File: src/rtl/des_link_ctrl.sv
// Link controller for the 32-bit deserializer: word-boundary hunt, sync lock
// and a one-entry valid/ready output buffer for non-sync words.
module des_link_ctrl #(
   parameter logic [31:0] SYNC_WORD  = 32'hA5A5_3C3C,
   parameter int          LOCK_COUNT = 4,
   parameter int          SLIP_LIMIT = 32
) (
   input  logic        clock,
   input  logic        rst,
   input  logic        link_en,
   input  logic        resync,
   input  logic [31:0] des_dout,
   output logic        des_enable,
   output logic        des_load,
   output logic [31:0] out_data,
   output logic        out_valid,
   input  logic        out_ready,
   output logic        locked,
   output logic        sync_fail,
   output logic        overflow
);

   typedef enum logic [1:0] {IDLE, HUNT, CONFIRM, LOCKED} state_t;

   localparam logic [3:0] LC = 4'(LOCK_COUNT);
   localparam logic [5:0] SL = 6'(SLIP_LIMIT);

   state_t      state;
   state_t      state_nx;
   logic [4:0]  phase;
   logic        cmp;
   logic [3:0]  match_cnt;
   logic [5:0]  slip_cnt;
   logic [5:0]  slip_nx;
   logic        run;
   logic        hunting;
   logic        compare;
   logic        match;
   logic        act;
   logic        hit;
   logic        slip;
   logic        wr;
   logic        start;
   logic        cnt_done;

   assign run      = (state != IDLE);
   assign hunting  = (state == HUNT) || (state == CONFIRM);
   assign compare  = run && cmp;
   assign match    = (des_dout == SYNC_WORD);
   // link drop and resync both override whatever the compare says
   assign act      = compare && link_en && !resync;
   assign hit      = act && hunting && match;
   assign slip     = act && hunting && !match;
   assign wr       = act && (state == LOCKED) && !match;
   assign start    = (state == IDLE) && link_en;
   assign cnt_done = (match_cnt + 4'd1) == LC;
   assign slip_nx  = (slip_cnt == 6'd63) ? slip_cnt : slip_cnt + 6'd1;

   always_ff @(posedge clock or posedge rst) begin
      if (rst) state <= IDLE;
      else     state <= state_nx;
   end

   always_comb begin
      state_nx = state;
      if (!link_en) begin
         state_nx = IDLE;
      end else begin
         unique case (state)
            IDLE:    state_nx = HUNT;
            HUNT:    if (hit) state_nx = (LC == 4'd1) ? LOCKED : CONFIRM;
                     else if (resync) state_nx = HUNT;
            CONFIRM: if (resync || slip) state_nx = HUNT;
                     else if (hit && cnt_done) state_nx = LOCKED;
            LOCKED:  if (resync) state_nx = HUNT;
            default: state_nx = IDLE;
         endcase
      end
   end

   always_comb begin
      des_enable = run;
      des_load   = run && (phase == 5'd31);
      locked     = (state == LOCKED);
   end

   always_ff @(posedge clock or posedge rst) begin
      if (rst) begin
         phase     <= '0;
         cmp       <= 1'b0;
         match_cnt <= '0;
         slip_cnt  <= '0;
         sync_fail <= 1'b0;
         overflow  <= 1'b0;
         out_valid <= 1'b0;
         out_data  <= '0;
      end else begin
         cmp <= des_load;
         // a slip holds phase at 0 one extra cycle, shifting the boundary
         if (!link_en || !run) phase <= '0;
         else if (!slip)       phase <= phase + 5'd1;

         if (!link_en || resync) begin
            match_cnt <= '0;
            slip_cnt  <= '0;
         end else if (hit) begin
            match_cnt <= (state == HUNT) ? 4'd1 : match_cnt + 4'd1;
         end else if (slip) begin
            match_cnt <= '0;
            slip_cnt  <= slip_nx;
         end

         if (start)                          sync_fail <= 1'b0;
         else if (slip && slip_nx >= SL)     sync_fail <= 1'b1;

         if (start)                                overflow <= 1'b0;
         else if (wr && out_valid && !out_ready)   overflow <= 1'b1;

         if (wr && (!out_valid || out_ready)) begin
            out_data  <= des_dout;
            out_valid <= 1'b1;
         end else if (out_valid && out_ready) begin
            out_valid <= 1'b0;
         end
      end
   end

endmodule
File: config.mk
export PLATFORM = sky130hd
export DESIGN_NAME = des_link_ctrl
export DESIGN_NICKNAME = d
export VERILOG_FILES = /design/src/rtl/des_link_ctrl.sv
export SDC_FILE = /design/constraint.sdc
export NUM_CORES = 1
export LEC_CHECK = 0
export CORE_AREA = 2 2 75 77
export CTS_CLUSTER_SIZE = 12
export DETAILED_ROUTE_END_ITERATION = 8
export DIE_AREA = 0 0 77 79
export HOLD_SLACK_MARGIN = 0.15
export MAX_ROUTING_LAYER = met4
export PLACE_DENSITY = 0.86
export SYNTH_ARGS = -nofsm -noshare
export SYNTH_HDL_FRONTEND = slang
export SYNTH_SLANG_ARGS = --single-unit
File: constraint.sdc
create_clock -name clock -period 3.3 [get_ports clock]
set_input_delay 0.33 -clock clock [delete_from_list [all_inputs] [get_ports clock]]
set_output_delay 0.33 -clock clock [all_outputs]
set_load 0.02 [all_outputs]
Yosys cells after proc, flatten, opt, wreduce, memory -nomap -nowiden
Index checks and enable logic that the tools add are counted.
- bits in registers: 53
- bits in latches: 0
- memory bits (writable): 0
- bits in read-only memories: 0
- input bits: 37
- output and inout port bits: 38
- word-level logic and storage cells: 80
- memories: 0
- $add $sub $neg: 3
- multipliers: 0
- divide/modulo/power cells: 0
- order comparisons: 1
- equal/unequal tests: 10
- shift-type cells: 0
- multiplexer cells: 22
- bitwise operators: 0
- reductions and logical operators: 35
- operators with widths (cell ; number):
    $eq A32 B32 Y1 const B ; 1
    $mux W6 ; 4
    $logic_and A1 B1 Y1 ; 16
    $mux W4 ; 4
    $mux W2 ; 5
    $mux W5 ; 2
    $reduce_bool A2 Y1 ; 5
    $pmux W2 S4 ; 1
    $add A6 B1 Y6 const B ; 1
    $eq A6 B6 Y1 const B ; 1
    $ge A6 B6 Y1 const B ; 1
    $logic_not A1 Y1 ; 6
    $mux W1 ; 6
    $add A5 B1 Y5 const B ; 1
    $eq A5 B5 Y1 const B ; 1
    $logic_or A1 B1 Y1 ; 5
    $add A4 B1 Y4 const B ; 1
    $eq A2 B2 Y1 const B ; 2
    $eq A4 B3 Y1 const B ; 1
    $ne A2 B1 Y1 const B ; 2
    $ne A4 B2 Y1 const B ; 1
    $reduce_bool A3 Y1 ; 1
    $eq A2 B1 Y1 const B ; 1
    $logic_not A2 Y1 ; 1
    $reduce_and A2 Y1 ; 1

Depth between registers and ports, before layout
Gate-level depths: netlist of the first run.
- word-level depth: 11
- gate-level depth with buffers: 9
- gate-level depth less buffers: 8

Least setup slack after synthesis of the first run
Ideal clock, no wire load.
- kind: in2reg
- start point: input des_dout[7]
- end point: register out_data[0]
- setup time: 0.125 ns
- arrival: 2.126 ns
- required time: 3.175 ns
- slack: 1.049 ns
- stages on the path: 6
- buffers on the path: 1
- path through: or4_1 or4_4 nor2_8 nor3_2 buf_6 mux2_4
- longest elaborated chain between the ends: 4
- RTL lines (item ; RTL line ; text):
    from (decl) ; 12 ; input logic [31:0] des_dout,
    $eq A32 B32 Y1 ; 49 ; assign match = (des_dout == SYNC_WORD);
    $logic_not A1 Y1 ; 54 ; assign wr = act && (state == LOCKED) && !match;
    $logic_and A1 B1 Y1 ; 54 ;
    $logic_and A1 B1 Y1 ; 119 ; if (wr && (!out_valid || out_ready)) begin
    to (signal assigned) ; 120 ; out_data <= des_dout;
    to (decl) ; 15 ; output logic [31:0] out_data,
Every way passes these cells.
A chain may end at the register's enable or synchronous reset.

Worst setup path in the final report of the first run
- start point: register state[0]
- end point: register slip_cnt[1]
- longest elaborated chain between the ends: 8
- elaborated cells between the ends (all ways): 13
- those cells by class: 3 x eq/ne; 10 x reduce/logical
- RTL lines (item ; RTL line ; text):
    from (decl) ; 28 ; state_t state;
    from (signal assigned) ; 61 ; else state <= state_nx;
    $reduce_bool A2 Y1 ; 46 ; assign run = (state != IDLE);
    $logic_and A1 B1 Y1 ; 48 ; assign compare = run && cmp;
    $logic_and A1 B1 Y1 (2 in a row) ; 51 ; assign act = compare && link_en && !resync;
    $logic_and A1 B1 Y1 (*) ; 52, 53 ;
    $logic_and A1 B1 Y1 (on tied branches) ; 52, 53 ;
    $ne A2 B1 Y1 (no line) or $reduce_bool A2 Y1 (tied branches) ; n/a ;
    $reduce_and A2 Y1 (no line) (*) ; n/a ;
    to (signal assigned) ; 110 ; slip_cnt <= slip_nx;
    to (decl) ; 33 ; logic [5:0] slip_cnt;
Mark *: on every way between the ends. The rest lies on a longest branch, timed or not.

==> implementation parameters, run 1 <==
Parameter                              Value

Status
  Outcome    finished clean

Worst setup path
  Sort of element at the end of the critical path    flop
  Critical Path Start Type    flop
  Worst r2r dst    slip_cnt[1]
  Worst reg-to-reg path cell count    8
  Highest fanout seen on the critical path    7
  Worst-path cell chain    inv_1 > ha_1 > nor4bb_1 > and2_0 > o21ai_2 > nor2_1 > mux2i_1 > nor2_1
  CP dominant cell by count    nor2_1
  Crit path DAT    2.74 ns
  Crit-path leading delay family    simple AND/OR/NAND/NOR gates
  Worst reg-to-reg setup slack    0.74 ns
  Slowest stage cell, crit path    nor4bb_1
  Reg-to-reg startpoint    state[0]
  Count of buffer and inverter cells on the critical path    1
  Kind of critical path    flop to flop
  Largest stage delay, worst path    0.45 ns
  Data required time at the worst endpoint    between 3 and 4 ns

Clock tree
  H-tree depth reported by CTS    2
  Post-CTS setup buffer count    0
  Count of hold buffers inserted by post-cts repair    0
  Clock slew at the register clock pins of the worst setup and hold paths    0.11 ns
  Number of buffers created by CTS    5
  Insertion delay to the later sink of the worst-skew pair    ~0.31 ns
  Post-cts resize count    0
  Clk sink count    53
  Max clock buf depth    2
  TritonCTS clock tree    yes
  Buffer type at the clock tree root    clkbuf_8

Drt
  Initial DRC count    between 90 and 100
  Post-DR wirelength/cell    16.44 um
  Drt drc    0
  Total length of routed wires    around 6000 um
  Overall via count from detail_route    approximately 1900
  Number of nets with antenna violations after detailed routing    0
  Per-cell via count in the routed design    5.307
  DRT Pass-1 Iters    4

Synth
  Leading cell types by total area after synthesis    dfrtp_1 (51%), mux2_4 (17%), ha_1 (4.3%), a21oi_1 (3.2%), nand2_1 (2.1%)
  Post-synth top area cell    dfrtp_1
  Mapped Avg Cell Area    between 10 and 15 sq um
  Distinct cell type count of the synthesized netlist    43
  Synth warn    0
  Primary flip-flop cell chosen by synthesis mapping    dfrtp_1
  Register bit total from synthesis    53
  Netlist Area Pre-Place    ~0.0026 sq mm
  Gate count of the mapped netlist    between 200 and 250
  Post-synth EDFFs    0
  Sequential area share after synthesis    between 50% and 60%
  Post-synthesis net count    roughly 260
  FFs w/ async S/R, synth    100.0%
  Area share of the largest cell type after synthesis    between 50% and 60%

STA
  Clock period minus final worst setup slack    2.561 ns
  Setup repair after global routing missed its margin    no
  Relative slew slack    a little over a quarter
  Total count of hold-check failures in the final report    0
  Final WS setup    0.7394 ns
  Share of the clock period used by the worst path after layout    77.59%
  Number of max-slew violations in the final report    0
  Final setup viols    0
  Summed negative setup slack over all endpoints    0 ns
  Final clock skew    a little over 0.009 ns
  FMAX    slightly below 400 MHz
  Actual slew at the worst max-slew pin    about 1.1 ns

Placed design
  Placed Instance Area    ~0.0034 sq mm
  Post-DP HPWL    around 4400 um
  Routability congestion estimate    around 0.96
  Port bufs    74
  Post-place setup slack    ~0.47 ns

Hold path
  Worst hold endpoint    out_data[29]
  Count of cells along the worst hold path    1
  Hold WC Path Type    flop to flop
  Launch instance of the worst min-delay path    out_data[29]

Power and ir drop
  Static Leak    between 1.5 and 2 nW
  Maximum VDD drop    around 0.18 mV
  Ratio of total power to cell area    around 340 mW/mm^2

Final layout
  Net count of the finished layout    335
  Final standard cell area without fillers    0.003552 sq mm
  Final antenna diode count    0
  Fill count    ~400
  Share of final-layout standard cells stronger than drive strength 1    roughly 16%
  Area grow syn2layout    35.51%

Run
  Maximum capacitance violations    0

Floorplan
  Die area    between 0.006 and 0.007 sq mm
  Num rows    27
  Standard cell core area    0.005338 sq mm
  Die width    between 70 and 80 um
  IO Pins    75
  Initial core utilization    roughly half
  Die Span Y    79 um

Global routing
  Congestion Overflow GR    0
  Number of global-route vias before repair    1991
  Number of antenna violations at the first check in global routing    0
  First-pass GRT wire length    between 10000 and 15000 um
  Total routing resource utilization after global routing    21.63%
  Largest net degree at the start of global routing    54
==> layer usage <==
| layer | global-route usage (%) | vias up | wire length (um) |
|---|---|---|---|
| met5 | - | - | 0 |
| met3 | 3.636 | 13 | 175 |
| met1 | 25.88 | 947 | 2483 |
| li1 | - | 914 | - |
| met4 | 8.571 | 0 | 130 |
| met2 | 36.93 | 47 | 3163 |
==> cell families after synthesis <==
family	synth area share, %
xor gates and xnor gates	0.6684
AOI/OAI and AO/OA	7.303
and+or+nand+nor	15.75
muxes	18.81
DFF	50.60
buffers and inverters	2.578
adders and majority gates	4.296
==> synth_stat cells, types with 2 or more instances <==
cell	instances
nor3_1	4
nor2b_1	6
nand3_1	6
o21ai_1	2
or3_1	2
a311oi_1	2
nand2_1	15
nand4_1	3
dfrtp_1	53
nor4bb_1	4
mux2_1	2
buf_6	3
nor2_1	9
a21o_1	2
a21oi_1	17
ha_1	9
o21ai_0	5
mux2i_1	2
mux2_4	30
and3_1	4
nand2b_1	3
inv_1	7
clkbuf_1	2
==> stage by stage <==
step | hold WS (ns) | std cells | total power, W | utilization [%]
3_3_place_gp | 0.4716 | 354 | 0.0007534 | 64.39
2_1_floorplan | 0.4157 | 212 | 0.0006941 | -
3_5_place_dp | 0.4760 | 354 | 0.0007552 | 64.39
6_report | 0.5079 | 362 | 0.001195 | 66.55
5_1_grt | 0.5276 | 362 | 0.001237 | 66.55
4_1_cts | 0.5096 | 362 | 0.001198 | 66.55
==> placed cells by master (no fill, tap or decap), types with 3 or more instances in the layout <==
cell	count
a21oi_1	17
and3_1	4
clkbuf_8	5
clkdlybuf4s50_1	74
dfrtp_1	53
ha_1	9
inv_1	6
mux2_4	30
nand2_1	15
nand2b_1	3
nand3_1	6
nand4_1	3
nor2_1	9
nor2b_1	6
nor3_1	4
nor4bb_1	4
o21ai_0	5
==> final cells by class <==
class	instances	area, sq um	area share, %
Inverter	7	26.28	0.7397
Multi-Input combinational cell	147	1234	34.73
Clock buffer	5	68.82	1.937
Sequential cell	53	1326	37.34
Clock inverter	3	46.29	1.303
Timing Repair Buffer	75	760.7	21.42
Tap cell	72	90.09	2.536
==> power by group <==
group	leakage, nW	total [W]	switching [W]	internal [W]
combinational	0.780	0.0000875	0.0000389	0.0000485
sequential	0.738	0.000654	0.00000270	0.000651
clock	0.0543	0.000454	0.000227	0.000227
total	1.57	0.00120	0.000268	0.000927
==> state kept, by name, summed over array words and instances (netlist names), 2 cells and up <==
name	cells
state	2
match_cnt	4
out_data	32
slip_cnt	6
phase	5
==> how the worst max path moves through the flow <==
stage	from	to	slack, ns	cells past startpoint
finish	state[0]	slip_cnt[1]	0.74	8
global route	state[0]	slip_cnt[1]	0.49	8
CTS	state[0]	slip_cnt[1]	0.74	8
detailed placement	des_dout[7]	out_data[18]	0.47	7
global placement	des_dout[7]	out_data[30]	0.51	7
floorplan	des_dout[7]	out_data[0]	1.05	6
Note: power is estimated with default switching activity, not from simulation.
==> run 2: changes to the inputs <==
==> config.mk (replaced) <==
export PLATFORM = sky130hd
export DESIGN_NAME = des_link_ctrl
export DESIGN_NICKNAME = d
export VERILOG_FILES = /design/src/rtl/des_link_ctrl.sv
export SDC_FILE = /design/constraint.sdc
export NUM_CORES = 1
export LEC_CHECK = 0
export CORE_AREA = 2 2 77 79
export CTS_CLUSTER_SIZE = 12
export DETAILED_ROUTE_END_ITERATION = 8
export DIE_AREA = 0 0 79 81
export HOLD_SLACK_MARGIN = 0.15
export MAX_ROUTING_LAYER = met4
export PLACE_DENSITY = 0.82
export SYNTH_ARGS = -nofsm -noshare
export SYNTH_HDL_FRONTEND = slang
export SYNTH_SLANG_ARGS = --single-unit
==> constraint.sdc (replaced) <==
create_clock -name clock -period 2.4 [get_ports clock]
set_input_delay 0.24 -clock clock [delete_from_list [all_inputs] [get_ports clock]]
set_output_delay 0.24 -clock clock [all_outputs]
set_load 0.02 [all_outputs]
==> run 2 against run 1 <==
  * Clock-buffer cell count rose by 1
  * Critical path type is now input port to flop
  * Total power rose by 32%
  * Flip-flop and latch count did not move
  * Sequential power rose by 38%
  * Non-clock buffer count rose by 18
  * Clock skew fell by 0.00093 ns
==> implementation parameters, run 2 (synthesis results as in run 1) <==
Parameter                              Value

Final layout
  Number of flip-flops in the largest register    32 (unchanged)
  Final Non-Filler Cells    383 (+5.8%)
  Fill count    412 (+0.49%)
  Area grow syn2layout    42.10%
  Largest registers    out_data (32), slip_cnt (6), phase (5)
  Most frequent cells in the layout    clkdlybuf4s50_1 (74), dfrtp_1 (52), mux2_4 (30), a21oi_1 (17), buf_4 (16)
  Final antenna diode count    0 (unchanged)
  Final standard cell area without fillers    0.003725 sq mm (+4.9%)
  Net count of the finished layout    353 (+5.4%)
  Largest register by flop count    out_data
  Share of final-layout standard cells stronger than drive strength 1    22.73% (+6.9 points)
  Final core utilization    65.63% (-0.92 points)
  Leading cell type in the layout, fill and taps excluded    clkdlybuf4s50_1

Power and ir drop
  Static Leak    1.666 nW (+5.9%)
  Maximum VDD drop    0.2467 mV (+38%)
  Ratio of total power to cell area    422.3 mW/mm^2 (+26%)
  Total design power    0.001573 W (+32%)

Worst setup path
  Crit path DAT    2.54 ns (-0.20 ns)
  Highest fanout seen on the critical path    16 (+9)
  Largest stage delay, worst path    0.59 ns (+0.14 ns)
  Critical Path Start Type    input port
  Reg-to-reg startpoint    state[0]
  Worst-path cell chain    clkdlybuf4s50_1 > or4b_4 > or4_4 > nor2_8 > nor3_4 > buf_12 > mux2_4
  Worst r2r dst    out_data[8]
  Worst reg-to-reg setup slack    0.17 ns (-0.57 ns)
  Sort of element at the end of the critical path    flop
  Kind of critical path    input port to flop
  Launching element of the worst setup path    des_dout[0]
  Slowest stage cell, crit path    or4_4
  Data required time at the worst endpoint    2.60 ns (-0.88 ns)
  Worst reg-to-reg path cell count    7 (-1)

STA
  Relative slew slack    55.40% (+29 points)
  Summed negative setup slack over all endpoints    0 ns (unchanged)
  Clock period minus final worst setup slack    2.346 ns
  Final clock skew    0.008143 ns (-0.0009267 ns)
  Number of max-slew violations in the final report    0 (unchanged)
  Final setup viols    0 (unchanged)
  Share of the clock period used by the worst path after layout    97.73%
  Actual slew at the worst max-slew pin    0.6690 ns (-0.4304 ns)
  FMAX    between 400 and 500 MHz
  Total count of hold-check failures in the final report    0 (unchanged)

Clock tree
  Insertion delay to the later sink of the worst-skew pair    0.31 ns (about the same)
  H-tree depth reported by CTS    2 (unchanged)
  Max clock buf depth    2 (unchanged)
  Post-CTS setup buffer count    0 (unchanged)
  TritonCTS clock tree    yes
  Clk sink count    53 (unchanged)
  Buffer type at the clock tree root    clkbuf_8
  Count of hold buffers inserted by post-cts repair    0 (unchanged)
  Clock slew at the register clock pins of the worst setup and hold paths    0.10 ns (about the same)
  Number of buffers created by CTS    5 (unchanged)

Drt
  Total length of routed wires    6298 um (+5.8%)
  Post-DR wirelength/cell    16.44 um (about the same)
  DRT Pass-1 Iters    4 (unchanged)
  Overall via count from detail_route    2032 (+5.8%)
  Number of nets with antenna violations after detailed routing    0 (unchanged)
  Drt drc    0 (unchanged)
  Per-cell via count in the routed design    5.305 (about the same)
  Initial DRC count    182 (+94%)

Floorplan
  Die width    79 um (+2.6%)
  Die Span Y    81 um (+2.5%)
  Die area    0.006399 sq mm (+5.2%)
  Initial core utilization    46.19% (-2.9 points)
  Standard cell core area    0.005675 sq mm (+6.3%)
  IO Pins    75 (unchanged)
  Num rows    28 (+3.7%)

Global routing
  Number of global-route vias before repair    2137 (+7.3%)
  Total routing resource utilization after global routing    21.56% (-0.070 points)
  First-pass GRT wire length    10310 um (+3.0%)
  Number of antenna violations at the first check in global routing    0 (unchanged)
  Largest net degree at the start of global routing    54 (unchanged)
  Congestion Overflow GR    0 (unchanged)

Placed design
  Routability congestion estimate    0.8440 (-12%)
  Placed Instance Area    0.003588 sq mm (+4.4%)
  Post-DP HPWL    4740 um (+7.9%)
  Port bufs    74 (unchanged)
  Cell total after placement    375 (+5.9%)

Hold path
  Hold WC Path Type    input port to asynchronous set/reset pin

Status
  Outcome    finished clean

Run
  Maximum capacitance violations    0 (unchanged)
run 2: area by class of cell:
cell class | instances | area, sq um | share of cell area, %
Sequential cell | 53 | 1328 | 35.64
Multi-Input combinational cell | 147 | 1266 | 33.99
Timing Repair Buffer | 93 | 912.1 | 24.49
Tap cell | 75 | 93.84 | 2.519
Clock buffer | 6 | 82.58 | 2.217
Inverter | 7 | 26.28 | 0.7054
Clock inverter | 2 | 16.27 | 0.4367
run 2: how the worst max path moves through the flow:
stage | end | slack [ns] | cells past startpoint
after floorplan | slip_cnt[1] | 0.21 | 9
after global placement | out_data[8] | -0.23 | 7
after detailed placement | out_data[6] | -0.27 | 7
after CTS | slip_cnt[1] | 0.04 | 9
after global routing | phase[2] | -0.0008 | 9
final | out_data[8] | 0.05 | 7
run 2: stage by stage:
stage	hold slack, ns	worst slack, ns
global placement	0.4707	-0.2288
global route	0.4865	-0.0008347
finish	0.4397	0.05439
floorplan	0.3257	0.2090
CTS	0.4610	0.03536
detailed placement	0.4842	-0.2743
run 2: critical path: cells and delay by family:
| kind | cells | cell delay [ns] |
|---|---|---|
| buffers and inverters | 2 | 0.60 |
| and+or+nand+nor | 4 | 1.38 |
| muxes | 1 | 0.30 |
run 2: report_power, final:
part	total [W]	switching [W]	internal (W)	leakage (nW)
logic	0.000135	0.0000590	0.0000760	0.881
registers	0.000900	0.00000427	0.000895	0.737
clock network	0.000538	0.000300	0.000238	0.0478
total	0.00157	0.000364	0.00121	1.67
run 2: metal layers:
| layer | vias up | wire length [um] | GRT usage [%] |
|---|---|---|---|
| met5 | - | 0 | - |
| met4 | 0 | 153 | 9.828 |
| met3 | 12 | 193 | 2.889 |
| met2 | 45 | 3488 | 38.64 |
| met1 | 1024 | 2463 | 24.02 |
| li1 | 951 | - | - |
run 2: repair_timing:
item                                   in CTS  in global routing
resized for setup                           0                  8
setup endpoints to repair                   0                 44
endpoints found under the hold margin       0                  0
==> run 3: changes to the inputs <==
--- a/config.mk
+++ b/config.mk
@@ -9,7 +9,6 @@
 export CTS_CLUSTER_SIZE = 12
 export DETAILED_ROUTE_END_ITERATION = 8
 export DIE_AREA = 0 0 79 81
-export HOLD_SLACK_MARGIN = 0.15
 export MAX_ROUTING_LAYER = met4
 export PLACE_DENSITY = 0.82
 export SYNTH_ARGS = -nofsm -noshare
==> results of run 3 <==
No change in the layout: final DEF, timing and power equal those of run 2.
